===== src/rtl/cpu_reset_sequencer.sv =====
// cpu_reset_sequencer: staged peripheral/CPU reset release with cause log.
// Define CPU_RESET_SEQ_DEBOUNCE_EN to debounce ext_reset_req.
module cpu_reset_sequencer #(
    parameter int HOLD_CYCLES     = 16,
    parameter int STAGGER_CYCLES  = 8,
    parameter int DEBOUNCE_CYCLES = 1000
) (
    input  logic        clk,
    input  logic        reset,
    input  logic        wdt_resetrequest,
    input  logic        ext_reset_req,
    input  logic [1:0]  address,
    input  logic        chipselect,
    input  logic        write_n,
    input  logic [15:0] writedata,
    output logic [15:0] readdata,
    output logic        periph_reset_out,
    output logic        cpu_reset_out
);

    localparam logic [1:0] ASSERT_ALL     = 2'd0;
    localparam logic [1:0] RELEASE_PERIPH = 2'd1;
    localparam logic [1:0] RUN            = 2'd2;

    localparam logic [7:0] HOLD_LOAD    = 8'(HOLD_CYCLES - 1);
    localparam logic [7:0] STAGGER_LOAD = 8'(STAGGER_CYCLES - 1);

    logic [1:0] state;
    logic [1:0] state_next;
    logic [7:0] count;
    logic [7:0] count_next;
    logic [3:0] cause;
    logic [3:0] cause_set;
    logic [3:0] cause_clr;
    logic [7:0] wdt_count;
    logic       wdt_prev;
    logic       ext_meta;
    logic       ext_sync;
    logic       wdt_trig;
    logic       ext_trig;
    logic       sw_trig;
    logic       in_run;
    logic       any_trig;
    logic       wr_cause;
    logic       wr_ctrl;
    logic       wr_wdt;
    logic       unused_writedata;

    assign unused_writedata = ^writedata[15:8];

    assign wr_cause = chipselect && !write_n && (address == 2'd0);
    assign wr_ctrl  = chipselect && !write_n && (address == 2'd1);
    assign wr_wdt   = chipselect && !write_n && (address == 2'd2);

    assign in_run   = (state == RUN);
    assign wdt_trig = wdt_resetrequest && !wdt_prev;
    assign sw_trig  = wr_ctrl && (writedata[7:0] == 8'hA5);
    assign any_trig = in_run && (wdt_trig || ext_trig || sw_trig);

    // Edge detect for the watchdog and 2-flop synchronizer for the button.
    always_ff @(posedge clk) begin
        if (reset) begin
            wdt_prev <= 1'b0;
            ext_meta <= 1'b0;
            ext_sync <= 1'b0;
        end else begin
            wdt_prev <= wdt_resetrequest;
            ext_meta <= ext_reset_req;
            ext_sync <= ext_meta;
        end
    end

`ifdef CPU_RESET_SEQ_DEBOUNCE_EN
    localparam int DBW = $clog2(DEBOUNCE_CYCLES + 1);
    localparam logic [DBW-1:0] DB_LAST = DBW'(DEBOUNCE_CYCLES - 1);

    logic [DBW-1:0] db_count;
    logic           db_fired;

    assign ext_trig = ext_sync && !db_fired && (db_count == DB_LAST);

    // Count consecutive high samples; fire once per high period.
    always_ff @(posedge clk) begin
        if (reset || !ext_sync) begin
            db_count <= '0;
            db_fired <= 1'b0;
        end else if (!db_fired) begin
            if (db_count == DB_LAST) begin
                db_fired <= 1'b1;
            end else begin
                db_count <= db_count + 1'b1;
            end
        end
    end
`else
    localparam int unused_debounce = DEBOUNCE_CYCLES;

    logic ext_prev;

    assign ext_trig = ext_sync && !ext_prev;

    // Previous synchronized level for rising-edge detection.
    always_ff @(posedge clk) begin
        if (reset) begin
            ext_prev <= 1'b0;
        end else begin
            ext_prev <= ext_sync;
        end
    end
`endif

    // Next-state and shared down-counter logic for the release sequence.
    always_comb begin
        state_next = state;
        count_next = count;
        unique case (state)
            ASSERT_ALL: begin
                if (count == 8'd0) begin
                    state_next = RELEASE_PERIPH;
                    count_next = STAGGER_LOAD;
                end else begin
                    count_next = count - 8'd1;
                end
            end
            RELEASE_PERIPH: begin
                if (count == 8'd0) begin
                    state_next = RUN;
                end else begin
                    count_next = count - 8'd1;
                end
            end
            RUN: begin
                if (any_trig) begin
                    state_next = ASSERT_ALL;
                    count_next = HOLD_LOAD;
                end
            end
            default: begin
                state_next = ASSERT_ALL;
                count_next = HOLD_LOAD;
            end
        endcase
    end

    // State register; outputs are registered decodes of the next state.
    always_ff @(posedge clk) begin
        if (reset) begin
            state            <= ASSERT_ALL;
            count            <= HOLD_LOAD;
            periph_reset_out <= 1'b1;
            cpu_reset_out    <= 1'b1;
        end else begin
            state            <= state_next;
            count            <= count_next;
            periph_reset_out <= (state_next == ASSERT_ALL);
            cpu_reset_out    <= (state_next != RUN);
        end
    end

    assign cause_set = any_trig ? {sw_trig, ext_trig, wdt_trig, 1'b0} : 4'b0;
    assign cause_clr = wr_cause ? writedata[3:0] : 4'b0;

    // Sticky cause bits; a new cause beats a same-cycle clear.
    always_ff @(posedge clk) begin
        if (reset) begin
            cause <= 4'b0001;
        end else begin
            cause <= (cause & ~cause_clr) | cause_set;
        end
    end

    // Saturating count of accepted watchdog resets.
    always_ff @(posedge clk) begin
        if (reset) begin
            wdt_count <= 8'd0;
        end else if (any_trig && wdt_trig) begin
            if (wdt_count != 8'hFF) begin
                wdt_count <= wdt_count + 8'd1;
            end
        end else if (wr_wdt) begin
            wdt_count <= 8'd0;
        end
    end

    // Read mux registered every cycle, regardless of select or strobe.
    always_ff @(posedge clk) begin
        if (reset) begin
            readdata <= 16'h0000;
        end else begin
            case (address)
                2'd0:    readdata <= {12'b0, cause};
                2'd1:    readdata <= {14'b0, cpu_reset_out, periph_reset_out};
                2'd2:    readdata <= {8'b0, wdt_count};
                default: readdata <= 16'h0000;
            endcase
        end
    end

endmodule


===== config.mk =====
export PLATFORM = sky130hd
export DESIGN_NAME = cpu_reset_sequencer
export DESIGN_NICKNAME = d
export VERILOG_FILES = /design/src/rtl/cpu_reset_sequencer.sv
export SDC_FILE = /design/constraint.sdc
export NUM_CORES = 1
export LEC_CHECK = 0
export BUFFER_PORTS_ARGS = -buffer_cell sky130_fd_sc_hd__buf_2
export CORE_UTILIZATION = 50
export DETAILED_ROUTE_END_ITERATION = 7
export MAX_ROUTING_LAYER = met4
export PLACE_DENSITY_LB_ADDON = 0.08
export SYNTH_ARGS = -nofsm -noshare
export SYNTH_HDL_FRONTEND = slang
export SYNTH_SLANG_ARGS = --single-unit

===== constraint.sdc =====
create_clock -name clk -period 2.65 [get_ports clk]
set_input_delay 0.3975 -clock clk [delete_from_list [all_inputs] [get_ports clk]]
set_output_delay 0.3975 -clock clk [all_outputs]
set_load 0.05 [all_outputs]

==> flow_summary.json, run 1 <==
{
  "status": "complete, no violations",
  "critPathArrivalTime_ns": 2.41,
  "pin_count": 42,
  "timing.rr.start": "count[0]$_SDFFE_PP1P_",
  "routabilityCongestion": 0.818,
  "setup-tns-final_ns": 0,
  "holdBufCountCts": 0,
  "timing.critical_path.mode_cell": "or4b_4",
  "vdd_drop_max_uv": 390,
  "path_delay_family": "simple AND/OR/NAND/NOR gates",
  "switching_share_pct": 24.9,
  "core_um2": 3100,
  "synth-compound-area-share_pct": 14.2,
  "cts_tree": "yes",
  "place_hpwl_um": 2380,
  "cts_max_path_buffers": 2,
  "postRouteWirelength_um": 3180,
  "clkLatencyLatePin_ns": 0.33,
  "slowest_stage": "or4b_4",
  "synth_mux_area_share_pct": 2.42,
  "synth_edf_count": 0,
  "worstPathBufferInverterCount": 1,
  "required_ns": 2.88,
  "final_util_pct": 59.6,
  "synth.most_common_cell": "dfxtp_1",
  "leakage_uw": 0.000779,
  "synth-adder-area-share_pct": 2.27,
  "crit_path_max_fanout": 12,
  "dieArea_um2": 3550,
  "die_w_um": 59.6,
  "synth_common_cells": "dfxtp_1 (36), nor2_1 (29), a21oi_1 (13), nand2_1 (10), inv_1 (9)",
  "synth_warnings": 0,
  "htree_levels": 2,
  "routed-via-count": 1343,
  "setup_viol": 0,
  "grt_pass1_vias": 1175,
  "fmax_mhz": 458,
  "path_clk_slew_ns": 0.10,
  "synth.distinct_cells": 45,
  "antenna_cells": 0,
  "synth_area_per_cell_um2": 8.91,
  "fin_nets": 240,
  "skew_ns": 0.00399,
  "drv_cap": 0,
  "netSwitchingPower_uw": 240,
  "remaining_drc_errors": 0,
  "criticalPathCategory": "reg2reg",
  "synthXorXnorAreaFrac_pct": 3.17,
  "internal_power_uw": 724,
  "synth-simple-area-share_pct": 27.0,
  "hold_violations": 0,
  "ys_async_sr_fraction_pct": 0,
  "p_seq_share_pct": 57.6,
  "rsz0062_at_grt": "false",
  "critPathMaxStageDelay_ns": 0.52,
  "synthFlopType": "dfxtp_1",
  "cp-end-kind": "flip-flop",
  "worstHoldStart": "ext_reset_req",
  "syn_inst": 186,
  "min_period_ns": 2.18,
  "grt_pass1_wl_um": 5180,
  "overflow": 0,
  "worstMarginPinSlew_ns": 0.822,
  "via_per_inst": 5.23,
  "cts.repair.resized": 0,
  "fp.dieH_um": 59.6,
  "detail-route-antenna-nets": 0,
  "grt_use_total_pct": 20.8,
  "drtPass1Iterations": 4,
  "drive_above_1_share_pct": 21.1,
  "numCtsBuffers": 5,
  "post_cts_buffers": 0,
  "whs_ns": 0.284,
  "numPortBuffers": 25,
  "antenna_found_initial": 0,
  "timing.final.crit_share_pct": 82.3,
  "slew_headroom_pct": 44.8,
  "synthDominantAreaCellType": "dfxtp_1",
  "ys_seq_area_share_pct": 43.5,
  "synth_top_family_by_area": "simple AND/OR/NAND/NOR gates",
  "cts_sinks": 36,
  "synth_area_um2": 1660,
  "initial_core_util_pct": 53.4,
  "drv_slew": 0,
  "rows": 20,
  "grt_max_degree": 25,
  "ys_ff_latch": 36,
  "crit_start": "count[0]$_SDFFE_PP1P_",
  "clkPwrFrac_pct": 33.6,
  "start_kind": "flip-flop",
  "hold_class": "in2reg",
  "wl_per_cell_um": 12.4,
  "area_growth_pct": 11.6,
  "yosys-top-cells-area": "dfxtp_1 (44%), nor2_1 (6.6%), a21oi_1 (3.9%)",
  "cp_cell_sequence": "inv_1 -> ha_1 -> or4b_4 -> or4b_4 -> o21a_4 -> a221o_1",
  "pwr-share-comb_pct": 8.7,
  "cts_root_buf": "clkbuf_4",
  "cellPowerDensity_nw_per_um2": 521,
  "synth_top_area_share_pct": 43.5,
  "drtIter0Drc": 32
}
[sequential cells by signal, summed over array words and instances, names as in the netlist]
register	flops
count	8
cause	4
ext_sync	1
readdata	8
state	2
wdt_prev	1
wdt_count	8
ext_prev	1
cpu_reset_out	1
ext_meta	1
periph_reset_out	1
[path summary, 6_finish.rpt]
| check | to | slack, ns | depth (start not counted) |
|---|---|---|---|
| max reg2reg | count[3]$_SDFFE_PP1P_ | 0.47 | 6 |
| min | ext_meta$_SDFF_PP0_ | 0.28 | 2 |
| max | count[3]$_SDFFE_PP1P_ | 0.47 | 6 |
| min reg2reg | cause[0]$_SDFF_PP1_ | 0.47 | 1 |
[logic make-up after synthesis]
group	after synthesis
AOI/OAI and AO/OA	35
adders and majority gates	3
muxes	4
and+or+nand+nor	79
buffers and inverters	22
other	1
xor gates and xnor gates	6
DFF	36
[cell type report]
type                       instances  area [um^2]
sequential                        36          721
timing repair buffer              26          133
tap                               44         55.1
clock buffer                       7         65.1
multi-input combinational        135          842
inverter                           9         33.8
fill                             300         1250
[through the flow]
step | cells | setup WS, ns | area, um^2 | power [uW]
5_1_grt | 257 | 0.332 | 1850 | 1010
3_3_place_gp | 250 | 0.331 | 1780 | 650
6_report | 257 | 0.469 | 1850 | 964
2_1_floorplan | 193 | 0.502 | 1680 | 640
3_5_place_dp | 250 | 0.285 | 1780 | 653
4_1_cts | 257 | 0.459 | 1850 | 973
[cells in the final DEF, fill, tap and decap left out, drive strengths merged, types with 3 or more instances in the layout]
| cell | count |
|---|---|
| and3 | 7 |
| conb | 8 |
| o21bai | 4 |
| nor3 | 7 |
| nor2 | 29 |
| clkbuf | 7 |
| ha | 3 |
| inv | 9 |
| nand2 | 10 |
| dfxtp | 36 |
| o21ai | 4 |
| nor2b | 4 |
| mux2i | 4 |
| a21oi | 13 |
| nand3 | 3 |
| buf | 26 |
| xnor2 | 4 |
[power by group through the flow]
| stage | clock (uW) | combinational (uW) | sequential [uW] |
|---|---|---|---|
| after floorplan | 0 | 68.0 | 572 |
| after global placement | 0 | 82.4 | 567 |
| after detailed placement | 0 | 84.6 | 568 |
| after CTS | 333 | 84.8 | 555 |
| after global routing | 358 | 92.4 | 557 |
| final | 324 | 84.2 | 555 |
[per-layer routing]
metal  routed length, um  vias up  GRT usage (%)  share of wire (%)
met2                1410       44           32.6                 44
li1                    -      688              -                  -
met4                  45        0           9.30                1.4
met1                1560      605           25.4                 49
met5                   0        -              -                  0
met3                 162        6           4.80                5.1
Note: power is estimated with default switching activity, not from simulation.
==> inputs of run 2 (changes only) <==
Settings changed: CORE_UTILIZATION 50 to 47.
Clock period 2.65 ns to 2 ns, I/O delays scaled along.
==> run 2 against run 1 <==
Against the previous run: the run now ends with setup timing left; global-route usage increased by 1.1 points; via count increased by 6.8%; critical path type unchanged; non-clock buffer count increased by 22.
==> flow_summary.json, run 2 (synthesis gave the netlist of run 1 again) <==
{
  "clkLatencyLatePin_ns": 0.35,
  "largestRegisters": "count: 8 flops, readdata: 8 flops, wdt_count: 8 flops",
  "overflow": 0,
  "core_um2": 3360,
  "finalPower_uw": 1260,
  "worstHoldStart": "ext_reset_req",
  "grt_max_degree": 25,
  "hold_violations": 0,
  "antenna_cells": 0,
  "drive_above_1_share_pct": 32.3,
  "cts_tree": "yes",
  "place_hpwl_um": 2610,
  "drtIter0Drc": 50,
  "critPathArrivalTime_ns": 2.40,
  "timing.final.crit_share_pct": 106,
  "pin_count": 42,
  "numCtsBuffers": 5,
  "remaining_drc_errors": 0,
  "hold-path-endpoint": "ext_meta$_SDFF_PP0_",
  "post_layout_nonfiller_instances": 281,
  "htree_levels": 2,
  "crit_path_max_fanout": 8,
  "via_per_inst": 5.10,
  "reg2reg_slack_ns": -0.12,
  "setup-tns-final_ns": -0.603,
  "cellPowerDensity_nw_per_um2": 615,
  "pwr-share-comb_pct": 11.8,
  "slowest_stage": "or4b_4",
  "final_common_cell": "dfxtp_1",
  "setup_viol": 10,
  "detail-route-antenna-nets": 0,
  "initial_core_util_pct": 49.3,
  "rsz0062_at_grt": "true",
  "cts_root_buf": "clkbuf_4",
  "drtPass1Iterations": 4,
  "layout_common_cells": "dfxtp_1 (34), nor2_1 (28), buf_2 (25), buf_4 (21), a21oi_1 (12)",
  "whs_ns": 0.157,
  "hold_class": "in2reg",
  "required_ns": 2.28,
  "cp_cell_sequence": "inv_2 -> ha_4 -> or4b_4 -> or4b_4 -> o21a_4 -> buf_6 -> a31o_1 -> a21oi_1",
  "criticalPathCategory": "reg2reg",
  "grt_use_total_pct": 21.9,
  "vdd_drop_max_uv": 518,
  "dp_cells": 271,
  "reg2reg_depth": 8,
  "cts_sinks": 36,
  "leakage_uw": 0.000881,
  "path_clk_slew_ns": 0.11,
  "dieArea_um2": 3770,
  "status": "finished, violations left",
  "hold_depth": 2,
  "die_w_um": 61.4,
  "switching_share_pct": 27.6,
  "critPathMaxStageDelay_ns": 0.50,
  "wl_per_cell_um": 12.7,
  "timing.rr.start": "count[1]$_SDFFE_PP1P_",
  "grt_pass1_wl_um": 5680,
  "worst_r2r_endpoint": "count[6]$_SDFFE_PP0P_",
  "skew_ns": 0.00635,
  "place_ws_ns": -0.116,
  "area_growth_pct": 23.9,
  "start_kind": "flip-flop",
  "routabilityCongestion": 0.834,
  "grt_pass1_vias": 1318,
  "layout_setup_ws_ns": -0.119,
  "holdBufCountCts": 0,
  "routed-via-count": 1434,
  "numPortBuffers": 25,
  "cp-end-kind": "flip-flop",
  "clkPwrFrac_pct": 30.0,
  "min_period_ns": 2.12,
  "internal_power_uw": 915,
  "drv_slew": 0,
  "timing.critical_path.mode_cell": "or4b_4",
  "p_seq_share_pct": 58.2,
  "violations": "setup timing",
  "drv_cap": 0,
  "postRouteWirelength_um": 3570,
  "cts_max_path_buffers": 2,
  "netSwitchingPower_uw": 348,
  "fmax_mhz": 472,
  "antenna_found_initial": 0,
  "fin_nets": 262,
  "fp.dieH_um": 61.4,
  "rows": 21
}
==> run 2: cell types whose count changed in the layout (fill, tap and decap cells not counted), sizes merged <==
cell	previous run	this run
buf	26	48
clkbuf	7	5
clkinv	0	1
clkinvlp	0	1
==> run 2: critical path, delay by kind of cell, from the launching register on <==
| family | cells | cell delay (ns) |
|---|---|---|
| simple gates | 2 | 0.96 |
| flops | 1 | 0.34 |
| compound gates | 3 | 0.44 |
| fa+ha+maj | 1 | 0.11 |
| buf+inv | 2 | 0.20 |
==> run 2: cell type report <==
type,count,area (um^2)
clock buffer,5,37.5
timing repair buffer,48,305
fill,323,1310
inverter,9,33.8
sequential,36,723
clock inverter,2,12.5
multi-input combinational,135,882
tap,46,57.6
==> run 2: through the flow <==
step | cell area (um^2) | utilization (%)
finish | 2050 | 61.0
global route | 2050 | 61.0
CTS | 2040 | 60.5
detailed placement | 1930 | 57.4
global placement | 1930 | 57.4
floorplan | 1690 | -
==> run 2: metal layers <==
layer  track usage, %  part of all wire, %  wire length (um)
met2             32.6                   45              1610
met5                -                    0                 0
met4             8.89                  1.5                55
met1             27.5                   49              1740
met3             6.93                  4.4               158
==> run 2: timing repair <==
action | CTS | global route
gates resized for setup | 8 | 2
buffers inserted | 2 | 1
endpoints found under the setup margin | 11 | 11
pin swaps | 6 | 5
==> run 2: worst max-delay path by stage <==
| stage | start | end | slack, ns | cells past startpoint |
|---|---|---|---|---|
| final | count[1]$_SDFFE_PP1P_ | count[6]$_SDFFE_PP0P_ | -0.12 | 8 |
| after global routing | count[0]$_SDFFE_PP1P_ | count[6]$_SDFFE_PP0P_ | -0.20 | 8 |
| after CTS | count[0]$_SDFFE_PP1P_ | count[6]$_SDFFE_PP0P_ | -0.15 | 8 |
| after detailed placement | count[0]$_SDFFE_PP1P_ | count[6]$_SDFFE_PP0P_ | -0.12 | 8 |
| after global placement | writedata[4] | count[3]$_SDFFE_PP1P_ | -0.12 | 6 |
| after floorplan | count[0]$_SDFFE_PP1P_ | count[3]$_SDFFE_PP1P_ | -0.12 | 7 |
==> run 2: power by group through the flow <==
stage	sequential [uW]	combinational, uW	clock, uW
final	734	149	379
after global placement	750	129	0
after CTS	734	145	381
after global routing	737	162	416
after detailed placement	751	131	0
after floorplan	759	90.3	0
